[src/rtl/mdu_pkg.sv]
// Shared definitions for the iterative multiply/divide unit:
// FSM state encoding and operation select encoding.
package mdu_pkg;

    typedef enum logic [2:0] {
        IDLE  = 3'd0,
        LOAD  = 3'd1,
        BUSY  = 3'd2,
        FIXUP = 3'd3,
        DONE  = 3'd4
    } mdu_state_e;

    localparam logic OP_MUL = 1'b0;
    localparam logic OP_DIV = 1'b1;

endpackage

[src/rtl/mdu_datapath.sv]
// Operand, accumulator and remainder registers of the multiply/divide unit.
// Sequenced by accept/load/step/fixup strobes from the controlling FSM.
module mdu_datapath
    import mdu_pkg::*;
#(
    parameter int WIDTH = 8
) (
    input  logic             clk,
    input  logic             reset,
    input  logic             accept,
    input  logic             load,
    input  logic             step,
    input  logic             fixup,
    input  logic             op_div,
    input  logic             m_signed,
    input  logic [WIDTH-1:0] src_a,
    input  logic [WIDTH-1:0] src_b,
    output logic [WIDTH-1:0] result_hi,
    output logic [WIDTH-1:0] result_lo,
    output logic             div_zero
);

    localparam logic [WIDTH-1:0] ZERO_W  = {WIDTH{1'b0}};
    localparam logic [WIDTH-1:0] ONES_W  = {WIDTH{1'b1}};
    localparam logic [WIDTH-1:0] MIN_VAL = {1'b1, {(WIDTH-1){1'b0}}};

    // Two's-complement negate of a WIDTH-bit value when en is set.
    function automatic logic [WIDTH-1:0] neg_if(input logic [WIDTH-1:0] v, input logic en);
        return en ? (ZERO_W - v) : v;
    endfunction

    logic               op_div_r;
    logic               signed_r;
    logic [WIDTH-1:0]   a_raw_r;
    logic [WIDTH-1:0]   b_raw_r;
    logic               sign_a_r;
    logic               sign_b_r;
    logic [2*WIDTH-1:0] acc_r;
    logic [2*WIDTH-1:0] mcand_r;
    logic [WIDTH-1:0]   mplier_r;   // multiplier, or dividend/quotient shift register
    logic [WIDTH-1:0]   divisor_r;
    logic [WIDTH-1:0]   rem_r;

    logic [WIDTH-1:0]   mag_a_s;
    logic [WIDTH-1:0]   mag_b_s;
    logic [2*WIDTH-1:0] acc_next_s;
    logic [WIDTH:0]     rem_shift_s;
    logic               div_fits_s;
    logic [WIDTH-1:0]   rem_sub_s;
    logic               neg_res_s;
    logic [2*WIDTH-1:0] prod_s;
    logic [WIDTH-1:0]   fix_hi_s;
    logic [WIDTH-1:0]   fix_lo_s;
    logic               fix_dz_s;

    // Operand magnitudes and one shift-add / restoring-divide iteration.
    always_comb begin
        mag_a_s     = neg_if(a_raw_r, signed_r & a_raw_r[WIDTH-1]);
        mag_b_s     = neg_if(b_raw_r, signed_r & b_raw_r[WIDTH-1]);
        acc_next_s  = mplier_r[0] ? (acc_r + mcand_r) : acc_r;
        rem_shift_s = {rem_r, mplier_r[WIDTH-1]};
        div_fits_s  = (rem_shift_s >= {1'b0, divisor_r});
        rem_sub_s   = rem_shift_s[WIDTH-1:0] - divisor_r;
    end

    // Sign correction and special cases applied once the iterations finish.
    always_comb begin
        neg_res_s = sign_a_r ^ sign_b_r;
        prod_s    = neg_res_s ? ({(2*WIDTH){1'b0}} - acc_r) : acc_r;
        fix_hi_s  = ZERO_W;
        fix_lo_s  = ZERO_W;
        fix_dz_s  = 1'b0;
        if (op_div_r == OP_MUL) begin
            fix_hi_s = prod_s[2*WIDTH-1:WIDTH];
            fix_lo_s = prod_s[WIDTH-1:0];
        end else if (b_raw_r == ZERO_W) begin
            fix_hi_s = a_raw_r;
            fix_lo_s = ONES_W;
            fix_dz_s = 1'b1;
        end else if (signed_r && (a_raw_r == MIN_VAL) && (b_raw_r == ONES_W)) begin
            fix_hi_s = ZERO_W;
            fix_lo_s = MIN_VAL;
        end else begin
            // Remainder follows the dividend's sign, quotient the sign product.
            fix_hi_s = neg_if(rem_r, sign_a_r);
            fix_lo_s = neg_if(mplier_r, neg_res_s);
        end
    end

    // Operand latch, iteration registers and registered results.
    always_ff @(posedge clk) begin
        if (reset) begin
            op_div_r  <= 1'b0;
            signed_r  <= 1'b0;
            a_raw_r   <= ZERO_W;
            b_raw_r   <= ZERO_W;
            sign_a_r  <= 1'b0;
            sign_b_r  <= 1'b0;
            acc_r     <= {(2*WIDTH){1'b0}};
            mcand_r   <= {(2*WIDTH){1'b0}};
            mplier_r  <= ZERO_W;
            divisor_r <= ZERO_W;
            rem_r     <= ZERO_W;
            result_hi <= ZERO_W;
            result_lo <= ZERO_W;
            div_zero  <= 1'b0;
        end else begin
            if (accept) begin
                op_div_r <= op_div;
                signed_r <= m_signed;
                a_raw_r  <= src_a;
                b_raw_r  <= src_b;
            end
            if (load) begin
                sign_a_r  <= signed_r & a_raw_r[WIDTH-1];
                sign_b_r  <= signed_r & b_raw_r[WIDTH-1];
                acc_r     <= {(2*WIDTH){1'b0}};
                mcand_r   <= {ZERO_W, mag_a_s};
                mplier_r  <= (op_div_r == OP_DIV) ? mag_a_s : mag_b_s;
                divisor_r <= mag_b_s;
                rem_r     <= ZERO_W;
                div_zero  <= 1'b0;
            end
            if (step) begin
                if (op_div_r == OP_DIV) begin
                    rem_r    <= div_fits_s ? rem_sub_s : rem_shift_s[WIDTH-1:0];
                    mplier_r <= {mplier_r[WIDTH-2:0], div_fits_s};
                end else begin
                    acc_r    <= acc_next_s;
                    mcand_r  <= {mcand_r[2*WIDTH-2:0], 1'b0};
                    mplier_r <= {1'b0, mplier_r[WIDTH-1:1]};
                end
            end
            if (fixup) begin
                result_hi <= fix_hi_s;
                result_lo <= fix_lo_s;
                div_zero  <= fix_dz_s;
            end
        end
    end

endmodule

[src/rtl/mult_div_unit.sv]
// Fixed-latency iterative multiply/divide unit: control FSM and iteration counter,
// with the arithmetic in mdu_datapath.
module mult_div_unit
    import mdu_pkg::*;
#(
    parameter  int WIDTH = 8,
    localparam int CNT_W = $clog2(WIDTH + 1)
) (
    input  logic             clk,
    input  logic             reset,
    input  logic             start,
    input  logic             op_div,
    input  logic             m_signed,
    input  logic [WIDTH-1:0] src_a,
    input  logic [WIDTH-1:0] src_b,
    output logic             ready,
    output logic             done,
    output logic             div_zero,
    output logic [WIDTH-1:0] result_hi,
    output logic [WIDTH-1:0] result_lo
);

    mdu_state_e       state_r;
    mdu_state_e       state_s;
    logic [CNT_W-1:0] count_r;
    logic [CNT_W-1:0] count_s;
    logic             accept_s;
    logic             load_s;
    logic             step_s;
    logic             fixup_s;

    // State and iteration counter registers.
    always_ff @(posedge clk) begin
        if (reset) begin
            state_r <= IDLE;
            count_r <= {CNT_W{1'b0}};
        end else begin
            state_r <= state_s;
            count_r <= count_s;
        end
    end

    // Next-state and datapath strobes; BUSY spends one extra cycle at count 0
    // so the total latency is WIDTH+3 edges.
    always_comb begin
        state_s  = state_r;
        count_s  = count_r;
        accept_s = 1'b0;
        load_s   = 1'b0;
        step_s   = 1'b0;
        fixup_s  = 1'b0;
        case (state_r)
            IDLE, DONE: begin
                if (start) begin
                    accept_s = 1'b1;
                    state_s  = LOAD;
                end else begin
                    state_s  = state_r;
                end
            end
            LOAD: begin
                load_s  = 1'b1;
                count_s = CNT_W'(WIDTH);
                state_s = BUSY;
            end
            BUSY: begin
                if (count_r == {CNT_W{1'b0}}) begin
                    state_s = FIXUP;
                end else begin
                    step_s  = 1'b1;
                    count_s = count_r - {{(CNT_W-1){1'b0}}, 1'b1};
                end
            end
            FIXUP: begin
                fixup_s = 1'b1;
                state_s = DONE;
            end
            default: begin
                state_s = IDLE;
                count_s = {CNT_W{1'b0}};
            end
        endcase
    end

    assign ready = ~reset & ((state_r == IDLE) | (state_r == DONE));
    assign done  = ~reset & (state_r == DONE);

    mdu_datapath #(
        .WIDTH (WIDTH)
    ) u_datapath (
        .clk       (clk),
        .reset     (reset),
        .accept    (accept_s),
        .load      (load_s),
        .step      (step_s),
        .fixup     (fixup_s),
        .op_div    (op_div),
        .m_signed  (m_signed),
        .src_a     (src_a),
        .src_b     (src_b),
        .result_hi (result_hi),
        .result_lo (result_lo),
        .div_zero  (div_zero)
    );

endmodule
[config.mk]
export PLATFORM = sky130hd
export DESIGN_NAME = mult_div_unit
export DESIGN_NICKNAME = d
export VERILOG_FILES = /design/src/rtl/mdu_pkg.sv /design/src/rtl/mdu_datapath.sv /design/src/rtl/mult_div_unit.sv
export SDC_FILE = /design/constraint.sdc
export NUM_CORES = 1
export LEC_CHECK = 0
export ABC_AREA = 0
export CELL_PAD_IN_SITES_DETAIL_PLACEMENT = 1
export CELL_PAD_IN_SITES_GLOBAL_PLACEMENT = 2
export CORE_UTILIZATION = 25
export DETAILED_ROUTE_END_ITERATION = 10
export PLACE_DENSITY = 0.61
export SYNTH_ARGS = -nofsm -noshare
export SYNTH_HDL_FRONTEND = slang
export SYNTH_SLANG_ARGS = --single-unit
[constraint.sdc]
create_clock -name clk -period 3.8 [get_ports clk]
set_clock_uncertainty 0.15 [all_clocks]
set_input_delay 0.76 -clock clk [delete_from_list [all_inputs] [get_ports clk]]
set_output_delay 0.76 -clock clk [all_outputs]
set_load 0.005 [all_outputs]
==> summary.md <==
| Metric | Value |
|---|---|
| Clock root buffer | clkbuf_16 |
| Worst setup SP type | flop |
| Crit. End Element | flop |
| Post-synth EDFFs | 0 |
| Total placed cells including tap cells | 1114 |
| Fin. Hold Viols | 0 |
| Crit path cell chain | inv_1 -> ha_1 -> nand2_1 -> nor3_2 -> buf_4 -> a21oi_1 -> a221oi_1 -> a211o_1 -> a21oi_1 |
| Final Max Tran Viols | 0 |
| Port bufs | 39 |
| Max-cap viol count | 0 |
| Psw | 1088 uW |
| Overall Power | 3046 uW |
| Synthesized instance count | 783 |
| CTS tree | built |
| First-pass GRT wire length | 33330 um |
| Hpwl dp | 15720 um |
| Relative slew margins | 0.4195 |
| Post-route ant nets | 0 |
| Seq pwr share | 0.408 |
| Mapped Nets | 837 |
| FP Rows | 57 |
| Avg Synthesized Cell Area | 7.873 um^2 |
| Synth cell count leaders | a21oi_1, dfxtp_1, nand2_1, nor2_1, xnor2_1 |
| TritonCTS Buffers | 9 |
| RSZ-0062 raised after global routing | no |
| Post-Synthesis Cell Area | 0.006165 mm^2 |
| Yosys top cell by area | dfxtp_1 |
| Non-Filler Instances | 1130 |
| Pleak | 0.002579 uW |
| Core Region | 0.02425 mm^2 |
| Die area | 0.02529 mm^2 |
| Pin count of the biggest net entering global routing | 54 |
| 1st-iter DRT viols | 293 |
| Share of layout cells above drive strength 1 | 0.06576 |
| Switching Fraction | 0.3572 |
| Count leader, synth | a21oi_1 |
| WHS Path Cells | 2 |
| Num Clock Sinks | 100 |
| Worst Setup Slack post-DPL | 1.071 ns |
| Layout Nets | 855 |
| Via Count | 5686 |
| Fill cells | 2916 |
| Post-DR wirelength/cell | 18.29 um |
| Post-layout min period | 2.741 ns |
| Top FF cell, synth | dfxtp_1 |
| Register area | 0.002002 mm^2 |
| #FFs+latches synth | 100 |
| Hold WC Path Type | flop to flop |
| Multi-input gate area | 0.003819 mm^2 |
| Largest stage delay on the critical path | 0.59 ns |
| Vias per inst | 5.032 |
| Grt ovf | 0 |
| Gate power share | 0.262 |
| Clk buf depth | 2 |
| Slowest cell on crit path | a21oi_1 |
| Total Wirelength | 20670 um |
| Maximum vdd drop | 0.1658 mV |
| # DRC | 0 |
| Achievable clock frequency | 364.9 MHz |
| Crit Path Class | flop to flop |
| Die width | 159.0 um |
| # setup viols final | 0 |
| Hold_buf cts | 0 |
| Postcts setup bufs | 0 |
| # IOs | 40 |
| Max Fanout on Critical Path | 12 |
| Power per Cell Area | 427.1 mW/mm^2 |
| Total GRT Usage | 0.1664 |
| Drt pass-1 iters | 5 |
| Initial antenna violation count | 0 |
| Routability congestion estimate | 0.8363 |
| Status | finished, final reports clean |
| Ranking of synthesized cells by area | dfxtp_1, a21oi_1, ha_1 |
| Setup WS post-layout | 1.059 ns |
| CP required | 3.93 ns |
| Asr flop ratio synth | 0 |
| Area Growth Syn to Fin | 15.67% |
| TNS Setup | 0 ns |
| Slew @ Worst Pin | 0.8668 ns |
| FF-to-FF setup slack | 1.06 ns |
| Worst Path Arrival | 2.87 ns |
| Final cycle utilization of the critical path | 0.7212 |
| Worst-path clk slew | 0.09 ns |
| Sequential fraction of the synthesis area | 0.3247 |
| H-Tree Depth | 3 |
| Die height | 159.0 um |
| N_diodes | 0 |
| Reg2Reg Depth | 9 |
| Post-synth cell types | 68 |
| Clock power share | 0.329 |
| Post-synth top area share | 0.3247 |
| Initial Util | 0.2542 |
| Pint | 1958 uW |
| Worst skew pair latency | 0.36 ns |
| Post-CTS Resized | 0 |
| Syn. warnings | 0 |
| Crit path top cell by count | a21oi_1 |
| Vias in the first global route | 5817 |
final cells by class:
class / count / share of cell area
Timing Repair Buffer: 53 / 0.06878
Clock buffer: 9 / 0.03158
Tap cell: 324 / 0.05685
Multi-Input combinational cell: 609 / 0.5355
Clock inverter: 7 / 0.01176
Inverter: 28 / 0.01474
Sequential cell: 100 / 0.2808
path summary, 6_finish.rpt:
| kind | start | endpoint |
|---|---|---|
| max | u_datapath.b_raw_r[0]$_SDFFE_PP0P_ | u_datapath.result_hi[4]$_SDFFE_PP0P_ |
| min | u_datapath.divisor_r[0]$_SDFFE_PP0P_ | u_datapath.divisor_r[0]$_SDFFE_PP0P_ |
| max reg2reg | u_datapath.b_raw_r[0]$_SDFFE_PP0P_ | u_datapath.result_hi[4]$_SDFFE_PP0P_ |
| min reg2reg | u_datapath.divisor_r[0]$_SDFFE_PP0P_ | u_datapath.divisor_r[0]$_SDFFE_PP0P_ |
cell families (layout without fill, tap and decap cells):
kind of cell,Yosys count,count (layout),share of synthesized area
and+or+nand+nor,278,278,0.2164
adders and majority gates,33,33,0.06941
buffers and inverters,74,97,0.05622
DFF,100,100,0.3247
AOI/OAI and AO/OA,230,230,0.2326
xor gates and xnor gates,56,56,0.08078
muxes,12,12,0.01989
per-stage QoR:
stage               hold WS, ns  instance area [um^2]    util
CTS                      0.3279                  7131  0.2941
finish                   0.3207                  7131  0.2941
detailed placement       0.3155                  6822  0.2813
global route             0.3601                  7131  0.2941
floorplan                0.2906                  6165       -
global placement         0.2969                  6822  0.2813
power groups by stage:
stage	clock, uW	sequential [uW]	combinational, uW
CTS	1040	1250	808
global placement	0	1270	788
finish	1000	1240	799
detailed placement	0	1270	804
global route	1070	1260	896
floorplan	0	1210	599
per-layer routing:
layer / vias up / GRT usage / routed length, um
met4: 0 / 0.03977 / 303
met1: 2746 / 0.2385 / 10490
met5: - / 0 / 0
li1: 2831 / - / -
met2: 92 / 0.2626 / 9239
met3: 17 / 0.02214 / 637
sequential cells by signal, summed over array words and instances, names as in the netlist:
signal,flops
u_datapath.a_raw_r,8
u_datapath.sign_b_r,1
u_datapath.div_zero,1
count_r,4
u_datapath.acc_r,16
u_datapath.result_hi,8
u_datapath.signed_r,1
u_datapath.b_raw_r,8
state_r,3
u_datapath.mcand_r,16
u_datapath.divisor_r,8
u_datapath.result_lo,8
u_datapath.sign_a_r,1
u_datapath.rem_r,8
u_datapath.mplier_r,8
u_datapath.op_div_r,1
placed cells by master, fill, tap and decap left out, types with 3 or more instances in the layout:
| master | instances |
|---|---|
| a21oi_1 | 104 |
| dfxtp_1 | 100 |
| nand2_1 | 94 |
| nor2_1 | 67 |
| xnor2_1 | 40 |
| clkdlybuf4s50_1 | 38 |
| nor3_1 | 34 |
| ha_1 | 31 |
| o21ai_0 | 29 |
| inv_1 | 28 |
| nand3_1 | 21 |
| xor2_1 | 15 |
| buf_4 | 14 |
| a221oi_1 | 11 |
| a211oi_1 | 11 |
| a22o_1 | 10 |
| mux2i_1 | 10 |
| a31oi_1 | 9 |
| nor4_1 | 9 |
| clkbuf_16 | 9 |
| nor2b_1 | 8 |
| a2111oi_0 | 8 |
| nand2b_1 | 8 |
| o21ai_1 | 8 |
| and2_1 | 5 |
| o31ai_1 | 5 |
| o41ai_1 | 5 |
| o21bai_1 | 4 |
| o22ai_1 | 4 |
| a21o_1 | 4 |
| nand3b_1 | 4 |
| o211ai_1 | 4 |
| nand4_1 | 4 |
| a32oi_1 | 3 |
| or2_2 | 3 |
| nor3_2 | 3 |
worst max-delay path, delay by kind of cell, from the launching register on:
kind / cells / cell delay, ns
buf+inv: 2 / 0.32
flops: 1 / 0.57
compound gates: 4 / 1.21
fa+ha+maj: 1 / 0.27
simple gates: 2 / 0.13
Power figures use the tool's default switching activity.
